===== src/rtl/ps2_rx_if.sv =====
// Result bundle of the PS/2 receiver: last good scan code plus one-cycle status pulses.
// The receiver drives it through the master modport; downstream logic reads it through slave.
interface ps2_rx_if;
  logic [7:0] scan_code;
  logic       code_valid;
  logic       parity_err;
  logic       frame_err;
  logic       busy;

  modport master (
    output scan_code,
    output code_valid,
    output parity_err,
    output frame_err,
    output busy
  );

  modport slave (
    input scan_code,
    input code_valid,
    input parity_err,
    input frame_err,
    input busy
  );
endinterface


===== src/rtl/ps2_rx.sv =====
// PS/2 device-to-host receiver: synchronises and filters the pins, then decodes 11-bit frames
// (start, 8 data LSB-first, odd parity, stop) into scan codes with error and timeout reporting.
//
//   state  | meaning
//   -------+------------------------------------------------------------
//   IDLE   | waiting for a falling edge with data low (start bit)
//   DATA   | shifting in the 8 data bits, LSB first
//   PARITY | capturing the odd-parity bit
//   STOP   | checking the stop bit, then publishing the code or an error
module ps2_rx #(
  parameter int SYNC_STAGES    = 2,
  parameter int FILTER_LEN     = 8,
  parameter int TIMEOUT_CYCLES = 50000
) (
  input  logic    CLOCK_50,
  input  logic    rst_n,
  input  logic    PS2_CLK,
  input  logic    PS2_DAT,
  ps2_rx_if.master rx
);

  localparam int RUN_W = $clog2(FILTER_LEN + 1);
  localparam int TO_W  = $clog2(TIMEOUT_CYCLES);

  typedef enum logic [1:0] {
    IDLE   = 2'd0,
    DATA   = 2'd1,
    PARITY = 2'd2,
    STOP   = 2'd3
  } state_t;

  logic [SYNC_STAGES-1:0] clk_sync;
  logic [SYNC_STAGES-1:0] dat_sync;
  logic                   clk_s;
  logic                   dat_s;

  logic [RUN_W-1:0] run;
  logic             filt;
  logic             filt_d;
  logic             fall;

  state_t      state, state_nxt;
  logic [3:0]  bit_cnt, bit_cnt_nxt;
  logic [7:0]  shreg, shreg_nxt;
  logic        par_bit, par_nxt;
  logic [TO_W-1:0] to_cnt, to_nxt;
  logic [7:0]  scan_q, scan_nxt;
  logic        cv_q, cv_nxt;
  logic        pe_q, pe_nxt;
  logic        fe_q, fe_nxt;
  logic        busy_q;
  logic        timeout;

  // Synchronisers reset to the idle (released) line level.
  always_ff @(posedge CLOCK_50 or negedge rst_n) begin
    if (!rst_n) begin
      clk_sync <= '1;
      dat_sync <= '1;
    end else begin
      clk_sync <= {clk_sync[SYNC_STAGES-2:0], PS2_CLK};
      dat_sync <= {dat_sync[SYNC_STAGES-2:0], PS2_DAT};
    end
  end

  assign clk_s = clk_sync[SYNC_STAGES-1];
  assign dat_s = dat_sync[SYNC_STAGES-1];

  // Glitch filter: the level only follows after FILTER_LEN disagreeing samples in a row.
  always_ff @(posedge CLOCK_50 or negedge rst_n) begin
    if (!rst_n) begin
      run    <= '0;
      filt   <= 1'b1;
      filt_d <= 1'b1;
      fall   <= 1'b0;
    end else begin
      filt_d <= filt;
      fall   <= filt_d & ~filt;
      if (clk_s != filt) begin
        if (run == RUN_W'(FILTER_LEN - 1)) begin
          filt <= clk_s;
          run  <= '0;
        end else begin
          run <= run + RUN_W'(1);
        end
      end else begin
        run <= '0;
      end
    end
  end

  always_ff @(posedge CLOCK_50 or negedge rst_n) begin
    if (!rst_n) begin
      state   <= IDLE;
      bit_cnt <= '0;
      shreg   <= '0;
      par_bit <= 1'b0;
      to_cnt  <= '0;
      scan_q  <= 8'h00;
      cv_q    <= 1'b0;
      pe_q    <= 1'b0;
      fe_q    <= 1'b0;
      busy_q  <= 1'b0;
    end else begin
      state   <= state_nxt;
      bit_cnt <= bit_cnt_nxt;
      shreg   <= shreg_nxt;
      par_bit <= par_nxt;
      to_cnt  <= to_nxt;
      scan_q  <= scan_nxt;
      cv_q    <= cv_nxt;
      pe_q    <= pe_nxt;
      fe_q    <= fe_nxt;
      busy_q  <= (state_nxt != IDLE);
    end
  end

  // A falling edge in the expiry cycle cancels the timeout.
  assign timeout = (state != IDLE) && !fall && (to_cnt == TO_W'(TIMEOUT_CYCLES - 1));

  always_comb begin
    state_nxt   = state;
    bit_cnt_nxt = bit_cnt;
    shreg_nxt   = shreg;
    par_nxt     = par_bit;
    to_nxt      = to_cnt + TO_W'(1);
    scan_nxt    = scan_q;
    cv_nxt      = 1'b0;
    pe_nxt      = 1'b0;
    fe_nxt      = 1'b0;

    if (state == IDLE || fall) begin
      to_nxt = '0;
    end

    if (timeout) begin
      state_nxt   = IDLE;
      bit_cnt_nxt = '0;
      shreg_nxt   = '0;
      to_nxt      = '0;
      fe_nxt      = 1'b1;
    end else if (fall) begin
      case (state)
        IDLE: begin
          if (!dat_s) begin
            state_nxt   = DATA;
            bit_cnt_nxt = '0;
          end
        end
        DATA: begin
          shreg_nxt   = {dat_s, shreg[7:1]};
          bit_cnt_nxt = bit_cnt + 4'd1;
          if (bit_cnt == 4'd7) begin
            state_nxt = PARITY;
          end
        end
        PARITY: begin
          par_nxt   = dat_s;
          state_nxt = STOP;
        end
        STOP: begin
          state_nxt = IDLE;
          // Exactly one outcome per frame; a bad stop bit outranks a parity failure.
          if (!dat_s) begin
            fe_nxt = 1'b1;
          end else if (((^shreg) ^ par_bit) == 1'b0) begin
            pe_nxt = 1'b1;
          end else begin
            scan_nxt = shreg;
            cv_nxt   = 1'b1;
          end
        end
        default: state_nxt = IDLE;
      endcase
    end
  end

  assign rx.scan_code  = scan_q;
  assign rx.code_valid = cv_q;
  assign rx.parity_err = pe_q;
  assign rx.frame_err  = fe_q;
  assign rx.busy       = busy_q;

endmodule


===== src/flat_wrapper.sv =====
// flat-port wrapper written by rule: the top's interface ports become plain ports
module ps2_rx_flat 
#(
  parameter int SYNC_STAGES    = 2,
  parameter int FILTER_LEN     = 8,
  parameter int TIMEOUT_CYCLES = 50000
)
  (CLOCK_50, rst_n, PS2_CLK, PS2_DAT, rx_scan_code, rx_code_valid, rx_parity_err, rx_frame_err, rx_busy);
  ps2_rx_if rx_i ();
  input  logic CLOCK_50;
  input  logic rst_n;
  input  logic PS2_CLK;
  input  logic PS2_DAT;
  output wire logic [$bits(rx_i.scan_code)-1:0] rx_scan_code;
  output wire logic [$bits(rx_i.code_valid)-1:0] rx_code_valid;
  output wire logic [$bits(rx_i.parity_err)-1:0] rx_parity_err;
  output wire logic [$bits(rx_i.frame_err)-1:0] rx_frame_err;
  output wire logic [$bits(rx_i.busy)-1:0] rx_busy;
  assign rx_scan_code = rx_i.scan_code;
  assign rx_code_valid = rx_i.code_valid;
  assign rx_parity_err = rx_i.parity_err;
  assign rx_frame_err = rx_i.frame_err;
  assign rx_busy = rx_i.busy;
  ps2_rx #(.SYNC_STAGES(SYNC_STAGES), .FILTER_LEN(FILTER_LEN), .TIMEOUT_CYCLES(TIMEOUT_CYCLES)) u_core (.CLOCK_50(CLOCK_50), .rst_n(rst_n), .PS2_CLK(PS2_CLK), .PS2_DAT(PS2_DAT), .rx(rx_i));
endmodule

===== config.mk =====
export PLATFORM = sky130hd
export DESIGN_NAME = ps2_rx_flat
export DESIGN_NICKNAME = d
export VERILOG_FILES = /design/src/rtl/ps2_rx_if.sv /design/src/rtl/ps2_rx.sv /design/src/flat_wrapper.sv
export SDC_FILE = /design/constraint.sdc
export NUM_CORES = 1
export LEC_CHECK = 0
export CAP_MARGIN = 20
export CORE_MARGIN = 4
export CORE_UTILIZATION = 52
export CTS_CLUSTER_SIZE = 24
export DETAILED_ROUTE_END_ITERATION = 8
export PLACE_DENSITY = 0.7
export SLEW_MARGIN = 30
export SYNTH_ARGS = -nofsm -noshare
export SYNTH_HDL_FRONTEND = slang
export SYNTH_SLANG_ARGS = --single-unit

===== constraint.sdc =====
create_clock -name CLOCK_50 -period 1.9 [get_ports CLOCK_50]
set_clock_uncertainty 0.1 [all_clocks]
set_input_delay 0.19 -clock CLOCK_50 [delete_from_list [all_inputs] [get_ports CLOCK_50]]
set_output_delay 0.19 -clock CLOCK_50 [all_outputs]
set_load 0.02 [all_outputs]

Word level (Yosys, flattened, before mapping)
Index checks and enable logic that the tools add are counted.
Storage, ports and cells
  flip-flop bits (word level): 54
  word-level logic and storage cells: 77
  bits of input ports: 4
  output and inout bits: 12
Operators by class
  $add $sub $neg: 3
  reduce and logical (&&, ||, !) cells: 16
  equality and inequality tests: 8
  bitwise operators: 4
  muxes and demuxes: 30
Operator list (number)
  $mux W16: 2
  $mux W8: 3
  $mux W4: 5
  $add A16 B1 Y16 const B: 1
  $eq A16 B16 Y1 const B: 1
  $mux W1: 14
  $add A4 B1 Y4 const B: 2
  $eq A4 B3 Y1 const B: 2
  $mux W2: 4
  $pmux W2 S4: 1
  $pmux W4 S2: 1
  $reduce_bool A2 Y1: 4
  $reduce_xor A8 Y1: 1
  $reduce_and A3 Y1: 2
  $reduce_and A5 Y1: 1
  $eq A2 B2 Y1 const B: 2
  $reduce_and A2 Y1: 2
  $ne A3 B3 Y1 const B: 1
  $reduce_bool A3 Y1: 1
  $eq A2 B1 Y1 const B: 1
  $logic_and A1 B1 Y1: 2
  $logic_not A2 Y1: 1
  $not A1 Y1: 2
  $and A1 B1 Y1: 1
  other kinds (4): 4

Longest topological paths before layout
  word-level depth: 7
  depth in mapped cells: 7
  depth with buffers taken out: 6

Least setup slack after synthesis
OpenSTA, ideal clock, no wires.
  path kind: register to register
  start point: register u_core.shreg[4]
  end point: register u_core.scan_q[0], in the netlist u_core.rx.scan_code[0]
  path slack: 0.022 ns
  buffers on the path: 1
  stages on the path, launching flop included: 7
  required time: 1.675 ns
  setup time: 0.125 ns
  clock period less this slack: 1.878 ns
  arrival time: 1.653 ns
  cell sequence: dfrtp_1 > xnor2_1 > xnor3_1 > xnor2_1 > nand2b_1 > buf_6 > mux2_4
On the way
  cells in the longest elaborated chain, start to end: 3
Ends and longest elaborated chain
  start: declaration: RTL line ps2_rx.sv:44  | logic [7:0] shreg, shreg_nxt;
  start signal: assignment: RTL line ps2_rx.sv:106  | shreg <= shreg_nxt;
  $reduce_xor A8 Y1: RTL line ps2_rx.sv:165  | end else if (((^shreg) ^ par_bit) == 1'b0) begin
  $xor A1 B1 Y1: RTL line ps2_rx.sv:165
  $reduce_and A5 Y1 (no line)
  end signal: assignment: RTL line ps2_rx.sv:109  | scan_q <= scan_nxt;
  end: declaration: RTL line ps2_rx.sv:47  | logic [7:0] scan_q, scan_nxt;
No other way between the ends.
A chain may end at the register's enable or synchronous reset.

Worst setup path in the final report
  start point: register u_core.shreg[3]
  end point: register u_core.scan_q[2], in the netlist u_core.rx.scan_code[2]
The elaborated chain is that of the path after synthesis.

==> results.cfg <==
[synth]
syn_inst = 222
synth_area_leaders = dfrtp_1 50%, dfstp_2 6.6%, xnor2_1 5.1%
avgSynthCellArea_sq_um = 10.8
ys_ff_latch = 54
syn-cell-area_sq_mm = 0.00239
yosys_warnings = 0
yosysTopAreaCellShare = 0.502
synth_cell_types = 33
synth_edf_count = 0
synth_fp_nets = 229
yosys.area.top_type = dfrtp_1
ys_async_sr_fraction = 1.00
ys.flop_type = dfrtp_1
ys_seq_area_frac = 0.568

[clock_tree]
cts_tree = built
clk_latency_ns = 0.30
numCtsBuffers = 5
cts.sinks = 54
cts_max_path_buffers = 2
clk_pin_slew_ns = 0.09
htreeDepth = 2
cts_root_buf = clkbuf_8

[global_routing]
grt_pass1_wl_mm = 7.36
grtUsageTotal = 0.169
grt_pass1_vias = 1605
grt_overflow = 0
grt_max_degree = 22
antenna_found_initial = 0

[finish]
multiInputGateArea_sq_mm = 0.00103
register_area_sq_mm = 0.00136
fillers = 382
diodes = 0
final_layout_size_suffix_gt1_frac = 0.227
final_nets = 266
area_growth_pct = 22.3
fin_area_sq_mm = 0.00292

[routing]
via_per_inst = 5.23
antenna_left = 0
dr.pass1.iters = 4
met3WireLength_um = 175
wirelength_mm = 4.02
route.detailed.drc = 0
top_layer = met4
num_vias = 1631
drtIter0Drc = 71
routedWlPerCell_um = 12.9
wl_met1_mm = 1.85
wl_met2_mm = 1.93

[status]
status = finished, violations left
violations = negative setup slack

[critical_path]
crit_required_ns = 1.99
critPathLaunchType = flop
critical-path-max-stage-delay_ns = 0.44
slowest_stage = xnor3_1
crit_fanout = 4
critical_path_arrival_ns = 2.01
critPathKind = reg -> reg
crit_buf_inv = 1
crit_family = XOR/XNOR gates
cp-end-kind = flop
path_cells = xnor2_1 > xnor3_1 > xnor2_2 > nand2b_1 > buf_4 > mux2_4

[sta]
rsz0062_at_grt = yes
finalSetupTns_ns = -0.0669
finalCriticalPeriod_ns = 1.92
worst_slew_pin_slew_ns = 0.439
fin_crit_sh = 1.01
maxSlewHeadroom = 0.705
hold_violations = 0
worst_slack_ns = -0.0244
drv_slew = 0
fmax_mhz = 520
setup_viol = 4

[floorplan]
core_area_sq_mm = 0.00441
std_cell_rows = 24
die_w_um = 75.8
fp.dieH_um = 75.8
dieArea_sq_mm = 0.00575
num_io_pins = 16
initial_core_util = 0.542

[run]
drv_cap = 0

[placed_design]
placed_cell_area_sq_mm = 0.00271
place.gp.congestion = 0.788
io_buffers = 15
dp.final_hpwl_mm = 2.94

[power_and_ir_drop]
ir_drop_mv = 0.645
power_density_mw_per_mm2 = 949
leakagePower_uw = 0.00134

[worst_hold_path]
hp-class = in -> reg
-- Yosys cell counts, types with 3 or more instances --
master	n
nand4_1	3
a21oi_1	11
xnor2_1	14
dfstp_2	6
nand2_1	29
ha_1	3
nand3_1	11
mux2_4	8
inv_1	7
nor3_1	7
dfrtp_1	48
xor2_1	8
nor2_1	30
clkbuf_1	5
nand2b_1	3
o21ai_0	4
-- flip-flops by register name, indices dropped and copies added (netlist names) --
name / cells
u_core.bit_cnt: 4
u_core.clk_sync: 2
u_core.dat_sync: 2
u_core.fall: 1
u_core.filt: 1
u_core.filt_d: 1
u_core.par_bit: 1
u_core.run: 4
u_core.rx.busy: 1
u_core.rx.code_valid: 1
u_core.rx.frame_err: 1
u_core.rx.parity_err: 1
u_core.rx.scan_code: 8
u_core.shreg: 8
u_core.state: 2
u_core.to_cnt: 16
-- layout by cell type (no fill, tap or decap), types with 4 or more instances in the layout --
cell type,n
a21oi_1,5
a21oi_2,6
buf_4,20
clkbuf_8,5
clkdlybuf4s50_1,14
dfrtp_1,48
dfstp_2,6
inv_1,7
mux2_4,8
nand2_1,29
nand3_1,10
nor2_1,30
nor3_1,7
o21ai_0,4
xnor2_1,12
xor2_1,8
-- through the flow --
| step | instances | total power (uW) | setup slack (ns) | hold WS [ns] | util |
|---|---|---|---|---|---|
| after floorplan | 222 | 1800 | 0.0223 | -0.206 | - |
| after global placement | 301 | 1980 | -0.0161 | 0.0536 | 0.613 |
| after detailed placement | 301 | 1990 | -0.0490 | 0.0611 | 0.613 |
| after CTS | 310 | 2760 | -0.0447 | 0.180 | 0.650 |
| after global routing | 312 | 2960 | -0.131 | 0.193 | 0.662 |
| final | 312 | 2780 | -0.0244 | 0.191 | 0.662 |
-- final cells by class --
cell class                      instances  area share
Sequential cell                        54       0.465
Multi-Input combinational cell        152       0.352
Timing Repair Buffer                   39       0.116
Clock buffer                            7      0.0261
Tap cell                               52      0.0223
Clock inverter                          1      0.0103
Inverter                                7     0.00899
-- where the power goes --
part	switching (uW)	total, uW	internal [uW]
Sequential	128	1420	1290
Clock	347	741	394
Combinational	328	615	287
-- metal layers --
layer  track usage  up-vias
met2         0.270       26
met1         0.228      786
met3        0.0396        6
met4        0.0524        0
met5             0        -
li1              -      813
-- path summary, 6_finish.rpt --
kind | to | slack, ns | cells past startpoint | startpoint
max | u_core.rx.scan_code[2] | -0.02 | 6 | u_core.shreg[3]
min | u_core.dat_sync[0] | 0.19 | 1 | PS2_DAT
max reg2reg | u_core.rx.scan_code[2] | -0.02 | 6 | u_core.shreg[3]
min reg2reg | u_core.dat_sync[1] | 0.26 | 0 | u_core.dat_sync[0]
max in group asynchronous | u_core.clk_sync[0] | 0.77 | 3 | rst_n
min in group asynchronous | u_core.rx.busy | 0.25 | 2 | rst_n
-- kinds of logic after synthesis --
family                   count (synthesis)  share of synthesized area
AO/OA/AOI/OAI                           21                     0.0518
XOR/XNOR                                23                     0.0900
adder cells (fa/ha/maj)                  3                     0.0157
buffers and inverters                   16                     0.0335
flip-flops                              54                      0.568
multiplexers                            10                     0.0597
AND/OR/NAND/NOR                         95                      0.181
-- timing repair --
| item | CTS | global route |
|---|---|---|
| pin swaps | 2 | 3 |
| hold buffers | 1 | 0 |
| endpoints found under the setup margin | 37 | 36 |
| endpoints found under the hold margin | 19 | 0 |
| resized for setup | 10 | 7 |
| buffers inserted | 0 | 2 |
-- worst reg2reg max path, stage by stage, from the launching register on --
cell and delay (ns):
dfrtp_1 0.40, xnor2_1 0.16, xnor3_1 0.44, xnor2_2 0.16, nand2b_1 0.10, buf_4 0.17
mux2_4 0.29
(Power assumes the default switching activity.)
